### src/rtl/tmds_channel_encoder.sv
// DVI TMDS 8b/10b encoder for one colour channel: two register stages, one symbol per clock.
// Narrow colour components are widened by MSB-first bit replication before encoding.
module tmds_channel_encoder #(
  parameter int C_depth = 3
) (
  input  logic               clk,
  input  logic               reset_n,
  input  logic [C_depth-1:0] in_data,
  input  logic [1:0]         in_c,
  input  logic               in_blank,
  output logic [9:0]         out_tmds
);

  function automatic logic [7:0] expand_data(input logic [C_depth-1:0] v);
    logic [7:0] r;
    r = 8'h00;
    for (int i = 0; i < 8; i++) begin
      r[7-i] = v[C_depth-1-(i % C_depth)];
    end
    return r;
  endfunction

  function automatic logic [3:0] popcount8(input logic [7:0] v);
    logic [3:0] n;
    n = 4'd0;
    for (int i = 0; i < 8; i++) begin
      n = n + {3'b000, v[i]};
    end
    return n;
  endfunction

  // XNOR chain when the byte is ones-heavy (or a 4/4 split starting with 0); q_m[8] records XOR use
  function automatic logic [8:0] min_transitions(input logic [7:0] d);
    logic [8:0] q;
    logic [3:0] n1;
    logic       use_xnor;
    n1       = popcount8(d);
    use_xnor = (n1 > 4'd4) || ((n1 == 4'd4) && (d[0] == 1'b0));
    q        = 9'd0;
    q[0]     = d[0];
    for (int i = 1; i < 8; i++) begin
      if (use_xnor) begin
        q[i] = ~(q[i-1] ^ d[i]);
      end else begin
        q[i] = q[i-1] ^ d[i];
      end
    end
    q[8] = ~use_xnor;
    return q;
  endfunction

  logic [8:0]        qm_d, qm_q;
  logic [3:0]        n1q_d, n1q_q;
  logic              blank_q;
  logic [1:0]        c_q;
  logic [9:0]        tmds_d, tmds_q;
  logic signed [4:0] cnt_d, cnt_q;
  logic signed [4:0] n1_s, n0_s;

  // Stage 1 combinational: transition-minimised word and its ones count
  always_comb begin
    qm_d  = min_transitions(expand_data(in_data));
    n1q_d = popcount8(qm_d[7:0]);
  end

  // Stage 1 registers; reset state is "blank, c=00"
  always_ff @(posedge clk or negedge reset_n) begin
    if (!reset_n) begin
      qm_q    <= 9'd0;
      n1q_q   <= 4'd0;
      blank_q <= 1'b1;
      c_q     <= 2'b00;
    end else begin
      qm_q    <= qm_d;
      n1q_q   <= n1q_d;
      blank_q <= in_blank;
      c_q     <= in_c;
    end
  end

  // Stage 2 combinational: control token or DC-balanced data symbol plus disparity update
  always_comb begin
    n1_s   = signed'({1'b0, n1q_q});
    n0_s   = 5'sd8 - n1_s;
    tmds_d = 10'h354;
    cnt_d  = cnt_q;
    if (blank_q) begin
      cnt_d = 5'sd0;
      case (c_q)
        2'b00:   tmds_d = 10'h354;
        2'b01:   tmds_d = 10'h0AB;
        2'b10:   tmds_d = 10'h154;
        2'b11:   tmds_d = 10'h2AB;
        default: tmds_d = 10'h354;
      endcase
    end else if ((cnt_q == 5'sd0) || (n1_s == n0_s)) begin
      tmds_d = {~qm_q[8], qm_q[8], (qm_q[8] ? qm_q[7:0] : ~qm_q[7:0])};
      if (qm_q[8]) begin
        cnt_d = cnt_q + n1_s - n0_s;
      end else begin
        cnt_d = cnt_q + n0_s - n1_s;
      end
    end else if (((cnt_q > 5'sd0) && (n1_s > n0_s)) || ((cnt_q < 5'sd0) && (n0_s > n1_s))) begin
      tmds_d = {1'b1, qm_q[8], ~qm_q[7:0]};
      cnt_d  = cnt_q + (qm_q[8] ? 5'sd2 : 5'sd0) + n0_s - n1_s;
    end else begin
      tmds_d = {1'b0, qm_q[8], qm_q[7:0]};
      cnt_d  = cnt_q - (qm_q[8] ? 5'sd0 : 5'sd2) + n1_s - n0_s;
    end
  end

  // Stage 2 registers: output symbol and running disparity
  always_ff @(posedge clk or negedge reset_n) begin
    if (!reset_n) begin
      tmds_q <= 10'h354;
      cnt_q  <= 5'sd0;
    end else begin
      tmds_q <= tmds_d;
      cnt_q  <= cnt_d;
    end
  end

  assign out_tmds = tmds_q;

endmodule

### config.mk
export PLATFORM = sky130hd
export DESIGN_NAME = tmds_channel_encoder
export DESIGN_NICKNAME = d
export VERILOG_FILES = /design/src/rtl/tmds_channel_encoder.sv
export SDC_FILE = /design/constraint.sdc
export NUM_CORES = 1
export LEC_CHECK = 0
export ABC_AREA = 1
export BUFFER_PORTS_ARGS = -buffer_cell sky130_fd_sc_hd__buf_2
export CORE_UTILIZATION = 40
export DETAILED_ROUTE_END_ITERATION = 10
export PLACE_DENSITY = 0.66
export SKIP_LAST_GASP = 1
export SYNTH_ARGS = -nofsm -noshare
export SYNTH_HDL_FRONTEND = slang
export SYNTH_SLANG_ARGS = --single-unit
### constraint.sdc
create_clock -name clk -period 4.1 [get_ports clk]
set_input_delay 0.615 -clock clk [delete_from_list [all_inputs] [get_ports clk]]
set_output_delay 0.615 -clock clk [all_outputs]
set_load 0.02 [all_outputs]
==> reports/qor.yml, run 1 <==
outcome: "finished clean"
clk_pin_slew_ns: 0.06
synth_top_area_share_pct: 22.0
die-area_mm2: 0.00687
slowest_delay_ns: 0.49
worstSkewPairLatency_ns: 0.27
seq_area_frac_synth_pct: 28.0
worst_slew_pin_slew_ns: 0.643
diodes: 0
ctsHoldBuffers: 0
finClkSkew_ns: 0.00428
cts_setup_buffers: 0
final_area_mm2: 0.00290
setup_tns_ns: 0
io_buffers: 17
yosysWarnings: 0
drc: 0
min_path_type: "in2async"
fin_crit_sh_pct: 80.1
layout-drive-gt1-share_pct: 15.6
regArea_um2: 733
via_per_inst: 4.90
wl_per_cell_um: 12.6
layout.nets: 399
tritoncts: "done"
fp.dieW_um: 82.9
core_region_area_mm2: 0.00635
max_cap_violations: 0
netlist_instances: 331
final_util_pct: 45.6
cp_slowest_cell: "dfrtp_1"
routed_wl_um: 5410
gp_congestion: 0.876
rows: 29
cp_common_cell: "nand2_1"
antenna_found_initial: 0
antenna_left: 0
synth_area_leaders: "dfrtp_1, ha_1, nand2_1, fa_1, inv_1"
vias: 2109
startpoint_type: "flip-flop"
syn_nets: 378
timing.rr.end: "cnt_q[4]$_DFF_PN0_"
grt_max_degree: 30
placed_area_mm2: 0.00278
fmax_ghz: 0.304
dp_slack_ns: 0.879
htreeDepth: 2
multi_input_area_mm2: 0.00166
firstDrtPassIters: 4
syn_avg_cell_area_um2: 7.91
netlist_area_mm2: 0.00262
grt_pass1_wl_um: 9190
ios: 18
grt_usage_pct: 16.5
slew_viol_final: 0
die_y_um: 82.9
drtIter0Drc: 137
cts-root-buf: "clkbuf_8"
arrival_ns: 3.49
cts_resized: 0
cts.sinks: 29
cp.required_ns: 4.31
synth_area_leader_cell: "dfrtp_1"
setup_viol: 0
finalHoldViolations: 0
path_cells: "inv_2 -> ha_1 -> inv_2 -> ha_1 -> nand2_1 -> nand2_4 -> fa_1 -> ha_1 -> nand2_1 -> nor2_1 -> nor2_1 -> inv_1 -> nand2_1 -> nand2_1 -> nand2_1 -> nand2_1 -> nand2_2 -> nand3_2 -> a21oi_2"
start_util_pct: 41.2
areaGrowthSynthToFinish_pct: 10.6
hpwl_um: 4350
cts_buffers: 5
slew_headroom_pct: 57.1
clockBufferDepth: 2
reg2reg_setup_slack_ns: 0.81
ys_ff_latch: 29
worst_slack_ns: 0.815
grt_pass1_vias: 1965
synth_cell_types: 32
reg2reg_depth: 19
layout_min_cycle_time_ns: 3.29
nFillCells: 624
path_class: "reg2reg"
gr-total-overflow: 0
r2r_start: "n1q_q[1]$_DFF_PN0_"
critPathMaxFanout: 8
worst_setup_path_end_kind: "flip-flop"
rsz0062_at_grt: "false"
metrics by stage:
step / instances / hold WS (ns)
after floorplan: 331 / 0.319
after global placement: 422 / 0.501
after global routing: 430 / 0.411
after CTS: 430 / 0.376
after detailed placement: 422 / 0.513
final: 430 / 0.362
worst max-delay path by stage:
stage               slack [ns]          startpoint            endpoint  depth (start not counted)
floorplan                 1.19  n1q_q[1]$_DFF_PN0_  cnt_q[4]$_DFF_PN0_                         19
global placement          0.95  n1q_q[1]$_DFF_PN0_  cnt_q[4]$_DFF_PN0_                         19
detailed placement        0.88  n1q_q[1]$_DFF_PN0_  cnt_q[4]$_DFF_PN0_                         19
CTS                       0.84  n1q_q[1]$_DFF_PN0_  cnt_q[4]$_DFF_PN0_                         19
global route              0.53  n1q_q[1]$_DFF_PN0_  cnt_q[4]$_DFF_PN0_                         19
finish                    0.81  n1q_q[1]$_DFF_PN0_  cnt_q[4]$_DFF_PN0_                         19
kinds of logic after synthesis:
kind of cell	synth area share (%)
xor gates and xnor gates	6.35
adders and majority gates	21.5
buffers and inverters	8.74
DFF	28.0
AOI/OAI and AO/OA	5.69
and+or+nand+nor	29.7
routing by layer:
layer  vias to the layer above  global-route usage (%)  share of wire, %  routed length, µm
met5                         -                       0                 0                  0
met4                         0                    6.43               2.3                123
met3                        10                    3.38               4.3                230
met2                        46                    24.5                44               2360
met1                       972                    23.6                50               2700
li1                       1081                       -                 -                  -
synth_stat cells:
cell type and number:
nand2_1 89, inv_1 48, nand3_1 35, ha_1 29, dfrtp_1 23, xor2_1 14, nor2_1 12, o21ai_0 11
fa_1 10, nand3b_1 8, a21oi_1 6, dfstp_2 6, nand2_2 6, inv_2 5, nand2_4 5, xnor2_1 5
nand3_2 2, nand4_1 2, o21ai_1 2, a21oi_2 1, a31oi_1 1, buf_2 1, buf_4 1, buf_6 1
inv_4 1, nand2_8 1, nor2_4 1, o211ai_1 1, o21a_1 1, o21ai_4 1, o21bai_1 1, or2_2 1
registers in the layout, indices dropped and copies added, names as in the netlist:
name	count
out_tmds	9
qm_q	8
cnt_q	5
n1q_q	4
c_q	2
blank_q	1
final cells by class:
cell class	instances	share of cell area, %
clock inverters	2	1.30
flip-flops and latches	29	25.3
repair buffers	17	2.94
well taps	77	3.33
inverters	54	7.08
multi-input cells	245	57.2
clock buffers	6	2.85
layout by cell type (no fill, tap or decap), types with 5 or more instances in the layout:
master / instances
buf_2: 17
inv_2: 5
xnor2_1: 5
xor2_1: 14
clkbuf_8: 6
nand3b_1: 8
nand2_1: 89
fa_1: 10
nand2_2: 6
o21ai_0: 11
dfstp_2: 6
nand3_1: 35
nor2_1: 12
ha_1: 29
nand2_4: 5
inv_1: 48
a21oi_1: 6
dfrtp_1: 23
worst max-delay path, delay by kind of cell (launching register included):
kind	cells	cell delay, ns
AOI/OAI and AO/OA	1	0.11
adders and majority gates	4	1.38
buffers and inverters	3	0.29
DFF	1	0.49
and+or+nand+nor	11	0.93
Power of run 1 is not shown: default switching activity piles up to over one toggle a cycle in this logic, so the estimate is an artifact.
==> run 2: changes to the inputs <==
==> constraint.sdc (replaced) <==
create_clock -name clk -period 3.43 [get_ports clk]
set_input_delay 0.5145 -clock clk [delete_from_list [all_inputs] [get_ports clk]]
set_output_delay 0.5145 -clock clk [all_outputs]
set_load 0.02 [all_outputs]
==> run 2 against run 1 <==
Net effect: clock skew up 0.0070 ns; core utilization down 0.26 points; routed wire length down 1.6%; worst hold slack worse by 0.12 ns; critical endpoint unchanged; largest cell class unchanged; highest routed layer unchanged.
==> reports/qor.yml, run 2 (synthesis gave the netlist of run 1 again) <==
outcome: "finished clean"
dp_slack_ns: 0.220  # -0.659 ns
final_common_cell: "nand2_1"
min_path_type: "in2async"
grt_usage_pct: 16.9  # +0.37 points
drtIter0Drc: 107  # -22%
arrival_ns: 3.40  # -0.09 ns
fmax_ghz: 0.315  # +3.4%
worst_setup_path_end_kind: "flip-flop"
wl_per_cell_um: 12.4  # -1.9%
layout_min_cycle_time_ns: 3.18  # -0.107 ns
die-area_mm2: 0.00687  # unchanged
grt_pass1_vias: 2023  # +3.0%
setup_tns_ns: 0  # unchanged
fin_cells: 431  # +0.23%
largest_reg_flops: 9  # unchanged
startpoint_type: "flip-flop"
rsz0062_at_grt: "false"
worstSkewPairLatency_ns: 0.28  # about the same
grt_pass1_wl_um: 9350  # +1.7%
path_class: "reg2reg"
grt_max_degree: 30  # unchanged
tritoncts: "done"
layout_common_cells: "nand2_1, inv_1, nand3_1"
finalHoldViolations: 0  # unchanged
cts_buffers: 5  # unchanged
whs_ns: 0.246  # -0.117 ns
via_per_inst: 4.87  # -0.80%
layout.nets: 400  # +0.25%
critPathMaxFanout: 8  # unchanged
fin_crit_sh_pct: 92.7  # +13 points
firstDrtPassIters: 4  # unchanged
clk_pin_slew_ns: 0.07  # about the same
ctsHoldBuffers: 0  # unchanged
slew_viol_final: 0  # unchanged
worst_slew_pin_slew_ns: 0.634  # -0.00877 ns
io_buffers: 17  # unchanged
antenna_left: 0  # unchanged
die_y_um: 82.9  # unchanged
gr-total-overflow: 0  # unchanged
cts-root-buf: "clkbuf_8"
worst_slack_ns: 0.251  # -0.563 ns
htreeDepth: 2  # unchanged
cp.required_ns: 3.65  # -0.66 ns
ios: 18  # unchanged
start_util_pct: 41.2  # unchanged
fp.dieW_um: 82.9  # unchanged
clockBufferDepth: 2  # unchanged
post-place-cells: 423  # +0.24%
layout-drive-gt1-share_pct: 16.4  # +0.80 points
gp_congestion: 0.871  # -0.54%
core_region_area_mm2: 0.00635  # unchanged
hpwl_um: 4310  # -0.78%
finClkSkew_ns: 0.0113  # +0.00698 ns
areaGrowthSynthToFinish_pct: 9.99
nFillCells: 638  # +2.2%
antenna_found_initial: 0  # unchanged
rows: 29  # unchanged
max_cap_violations: 0  # unchanged
routed_wl_um: 5320  # -1.6%
setup_viol: 0  # unchanged
diodes: 0  # unchanged
cts.sinks: 29  # unchanged
drc: 0  # unchanged
vias: 2097  # -0.57%
slew_headroom_pct: 57.7  # +0.58 points
[run 2: cell types whose count changed in the layout (fill, tap and decap cells not counted), sizes merged]
cell	previous run	this run
clkinv	0	2
buf	17	18
bufinv	1	0
clkbuf	6	5
[run 2: path summary, 6_finish.rpt]
kind	start	to	slack, ns	cells past startpoint
max	n1q_q[1]$_DFF_PN0_	cnt_q[4]$_DFF_PN0_	0.25	19
min	reset_n	cnt_q[3]$_DFF_PN0_	0.25	1
max reg2reg	n1q_q[1]$_DFF_PN0_	cnt_q[4]$_DFF_PN0_	0.25	19
min reg2reg	qm_q[2]$_DFF_PN0_	out_tmds[2]$_DFF_PN1_	0.52	3
max in group asynchronous	reset_n	cnt_q[1]$_DFF_PN0_	2.76	1
min in group clk	in_c[1]	c_q[1]$_DFF_PN0_	0.33	1
[run 2: timing repair]
| action | CTS | global route |
|---|---|---|
| endpoints found under the setup margin | 0 | 1 |
| gates resized for setup | 0 | 2 |
| buffers inserted | 0 | 0 |
[run 2: worst max-delay path, stage by stage (launching register included)]
cell	delay, ns
dfrtp_1	0.49
inv_2	0.13
ha_1	0.25
inv_2	0.08
ha_1	0.30
nand2_1	0.12
nand2_4	0.10
fa_1	0.48
ha_1	0.37
nand2_1	0.08
nor2_1	0.05
nor2_2	0.14
inv_1	0.06
nand2_1	0.08
nand2_1	0.05
nand2_1	0.05
nand2_1	0.06
nand2_2	0.06
nand3_2	0.07
a21oi_2	0.11
[run 2: metrics by stage]
stage / utilization (%) / area, µm²
2_1_floorplan: - / 2620
3_3_place_gp: 43.8 / 2780
3_5_place_dp: 43.8 / 2780
4_1_cts: 45.2 / 2870
5_1_grt: 45.4 / 2880
6_report: 45.4 / 2880
[run 2: area by class of cell]
cell class	count	area [µm²]	share of cell area, %
Clock buffer	5	68.8	2.39
Clock inverter	3	17.5	0.608
Inverter	54	205	7.12
Multi-Input combinational cell	245	1670	57.9
Sequential cell	29	733	25.5
Tap cell	77	96.3	3.34
Timing Repair Buffer	18	92.6	3.21
[run 2: routing by layer]
layer / up-vias / track usage [%] / part of all wire [%]
met5: - / 0 / 0
met2: 45 / 25.3 / 44
met3: 15 / 3.18 / 4.8
met1: 953 / 23.9 / 48
li1: 1084 / - / -
met4: 0 / 7.05 / 3.2
Power of run 2 is left out for the same reason.
==> run 3: changes to the inputs <==
--- a/config.mk
+++ b/config.mk
@@ -5,8 +5,8 @@
 export SDC_FILE = /design/constraint.sdc
 export NUM_CORES = 1
 export LEC_CHECK = 0
-export ABC_AREA = 1
 export BUFFER_PORTS_ARGS = -buffer_cell sky130_fd_sc_hd__buf_2
+export CAP_MARGIN = 15
 export CORE_UTILIZATION = 40
 export DETAILED_ROUTE_END_ITERATION = 10
 export PLACE_DENSITY = 0.66
==> run 3 against run 2 <==
Net effect: design area is 6.6% lower; highest routed layer unchanged; area after synthesis down 11%; register-to-register slack about the same; die area fell by 10%; largest cell class unchanged.
==> reports/qor.yml, run 3 <==
outcome: "finished clean"
critPathMaxFanout: 4  # -4
synth_area_leaders: "dfrtp_1, ha_1, xnor2_1, fa_1, dfstp_2"
core_region_area_mm2: 0.00557  # -12%
rows: 27  # -6.9%
finalHoldViolations: 0  # unchanged
syn_nets: 268  # -29%
cts_setup_buffers: 0  # unchanged
largest_reg_flops: 9  # unchanged
fmax_ghz: 0.315  # about the same
slew_headroom_pct: 59.2  # +1.5 points
worst_setup_path_end_kind: "flip-flop"
netlist_instances: 221  # -33%
start_util_pct: 42.0  # +0.80 points
wl_per_cell_um: 13.8  # +11%
routed_wl_um: 4420  # -17%
arrival_ns: 3.34  # -0.06 ns
cts_buffers: 5  # unchanged
cp.required_ns: 3.59  # -0.06 ns
cts_resized: 0  # unchanged
worst-path-buf-inv: 2  # -1
netlist_area_mm2: 0.00234  # -11%
worstSkewPairLatency_ns: 0.28  # about the same
max_cap_violations: 0  # unchanged
timing.rr.end: "cnt_q[4]$_DFF_PN0_"
fp.dieW_um: 78.5  # -5.3%
finClkSkew_ns: 0.00479  # -0.00647 ns
worst_slew_pin_slew_ns: 0.612  # -0.0226 ns
cts-root-buf: "clkbuf_8"
firstDrtPassIters: 4  # unchanged
synth_common_cells: "xnor2_1, ha_1, inv_1"
grt_pass1_vias: 1634  # -19%
layout-drive-gt1-share_pct: 20.5  # +4.1 points
grt_max_degree: 30  # unchanged
fin_crit_sh_pct: 92.6  # about the same
ctsHoldBuffers: 0  # unchanged
syn_avg_cell_area_um2: 10.6  # +34%
htreeDepth: 2  # unchanged
hpwl_um: 3530  # -18%
layout_common_cells: "inv_1, ha_1, xnor2_1"
synth_most_common_cell: "xnor2_1"
synth_cell_types: 38  # +19%
slowest_delay_ns: 0.47  # -0.02 ns
crit_end: "cnt_q[4]$_DFF_PN0_"
synth_top_area_share_pct: 24.6  # +2.6 points
ys_ff_latch: 29  # unchanged
cts.sinks: 29  # unchanged
setup_tns_ns: 0  # unchanged
synth_area_leader_cell: "dfrtp_1"
die-area_mm2: 0.00617  # -10%
r2r_start: "n1q_q[0]$_DFF_PN0_"
drc: 0  # unchanged
antenna_left: 0  # unchanged
grt_pass1_wl_um: 7600  # -19%
reg2reg_setup_slack_ns: 0.25  # about the same
vias: 1609  # -23%
reg2reg_depth: 12  # -7
slew_viol_final: 0  # unchanged
gp_congestion: 0.799  # -8.3%
regArea_um2: 734  # +0.17%
multi_input_area_mm2: 0.00150  # -9.8%
yosys_most_used_dff: "dfrtp_1"
nFillCells: 532  # -17%
setup_viol: 0  # unchanged
areaGrowthSynthToFinish_pct: 14.8
path_class: "reg2reg"
drtIter0Drc: 77  # -28%
min_path_type: "in2async"
synthArstFlopShare_pct: 100  # unchanged
grt_usage_pct: 16.2  # -0.64 points
seq_area_frac_synth_pct: 31.3  # +3.3 points
layout.nets: 295  # -26%
cp_slowest_cell: "fa_1"
synth_edf_count: 0  # unchanged
rsz0062_at_grt: "false"
path_cells: "inv_1 -> ha_1 -> inv_1 -> ha_1 -> xnor2_4 -> fa_1 -> ha_1 -> a21o_1 -> a21oi_1 -> xor2_1 -> xnor2_1 -> a221o_1"
via_per_inst: 5.01  # +3.0%
gr-total-overflow: 0  # unchanged
startpoint_type: "flip-flop"
diodes: 0  # unchanged
clk_pin_slew_ns: 0.06  # about the same
critPathTopFamily: "adder cells"
yosysWarnings: 0  # unchanged
die_y_um: 78.5  # -5.3%
io_buffers: 17  # unchanged
ios: 18  # unchanged
antenna_found_initial: 0  # unchanged
cp_common_cell: "ha_1"
clockBufferDepth: 2  # unchanged
layout_min_cycle_time_ns: 3.18  # -0.00147 ns
cp.depth: 12  # -7
critPathLaunch: "n1q_q[0]$_DFF_PN0_"
tritoncts: "done"
==> run 3: metrics by stage <==
step / hold WS, ns / instances / worst slack (ns) / util, % / area [µm²]
finish: 0.244 / 321 / 0.253 / 48.3 / 2690
global route: 0.283 / 321 / 0.0213 / 48.3 / 2690
detailed placement: 0.507 / 313 / 0.140 / 45.6 / 2540
floorplan: 0.219 / 221 / 0.115 / - / 2340
CTS: 0.258 / 321 / 0.127 / 47.7 / 2660
global placement: 0.505 / 313 / 0.234 / 45.6 / 2540
==> run 3: how the worst min path moves through the flow <==
stage | from | endpoint | slack [ns]
after floorplan | reset_n | c_q[0]$_DFF_PN0_ | 0.22
after global placement | qm_q[4]$_DFF_PN0_ | out_tmds[4]$_DFF_PN1_ | 0.50
after detailed placement | qm_q[4]$_DFF_PN0_ | out_tmds[4]$_DFF_PN1_ | 0.51
after CTS | reset_n | c_q[0]$_DFF_PN0_ | 0.26
after global routing | reset_n | c_q[0]$_DFF_PN0_ | 0.28
final | reset_n | c_q[0]$_DFF_PN0_ | 0.24
==> run 3: logic make-up (layout without fill, tap and decap cells) <==
kind of cell	count (synthesis)	in the layout	share of synthesized area, %
AND/OR/NAND/NOR	25	25	6.30
AO/OA/AOI/OAI	44	44	11.8
XOR/XNOR	41	41	16.2
buffers and inverters	33	61	5.93
flip-flops	29	29	31.3
adder cells (fa/ha/maj)	39	39	24.0
multiplexers	10	10	4.43
==> run 3: cell type report <==
| class | count | share of cell area, % |
|---|---|---|
| clock inverter | 1 | 1.12 |
| tap | 72 | 3.35 |
| multi-input combinational | 159 | 55.9 |
| clock buffer | 7 | 3.21 |
| timing repair buffer | 24 | 5.12 |
| sequential | 29 | 27.3 |
| inverter | 29 | 4.05 |
==> run 3: layer usage <==
metal | track usage (%) | vias up | wire, µm
met5 | 0 | - | 0
met4 | 8.15 | 0 | 106
met3 | 2.91 | 8 | 53
met2 | 27.0 | 20 | 2240
met1 | 20.1 | 794 | 2020
li1 | - | 787 | -
==> run 3: worst reg2reg max path, delay by kind of cell (launching register included) <==
kind | cells | cell delay [ns]
adder cells (fa/ha/maj) | 4 | 1.32
AO/OA/AOI/OAI | 3 | 0.71
XOR/XNOR | 3 | 0.52
flip-flops | 1 | 0.37
buffers and inverters | 2 | 0.15
Power of run 3 is left out for the same reason.
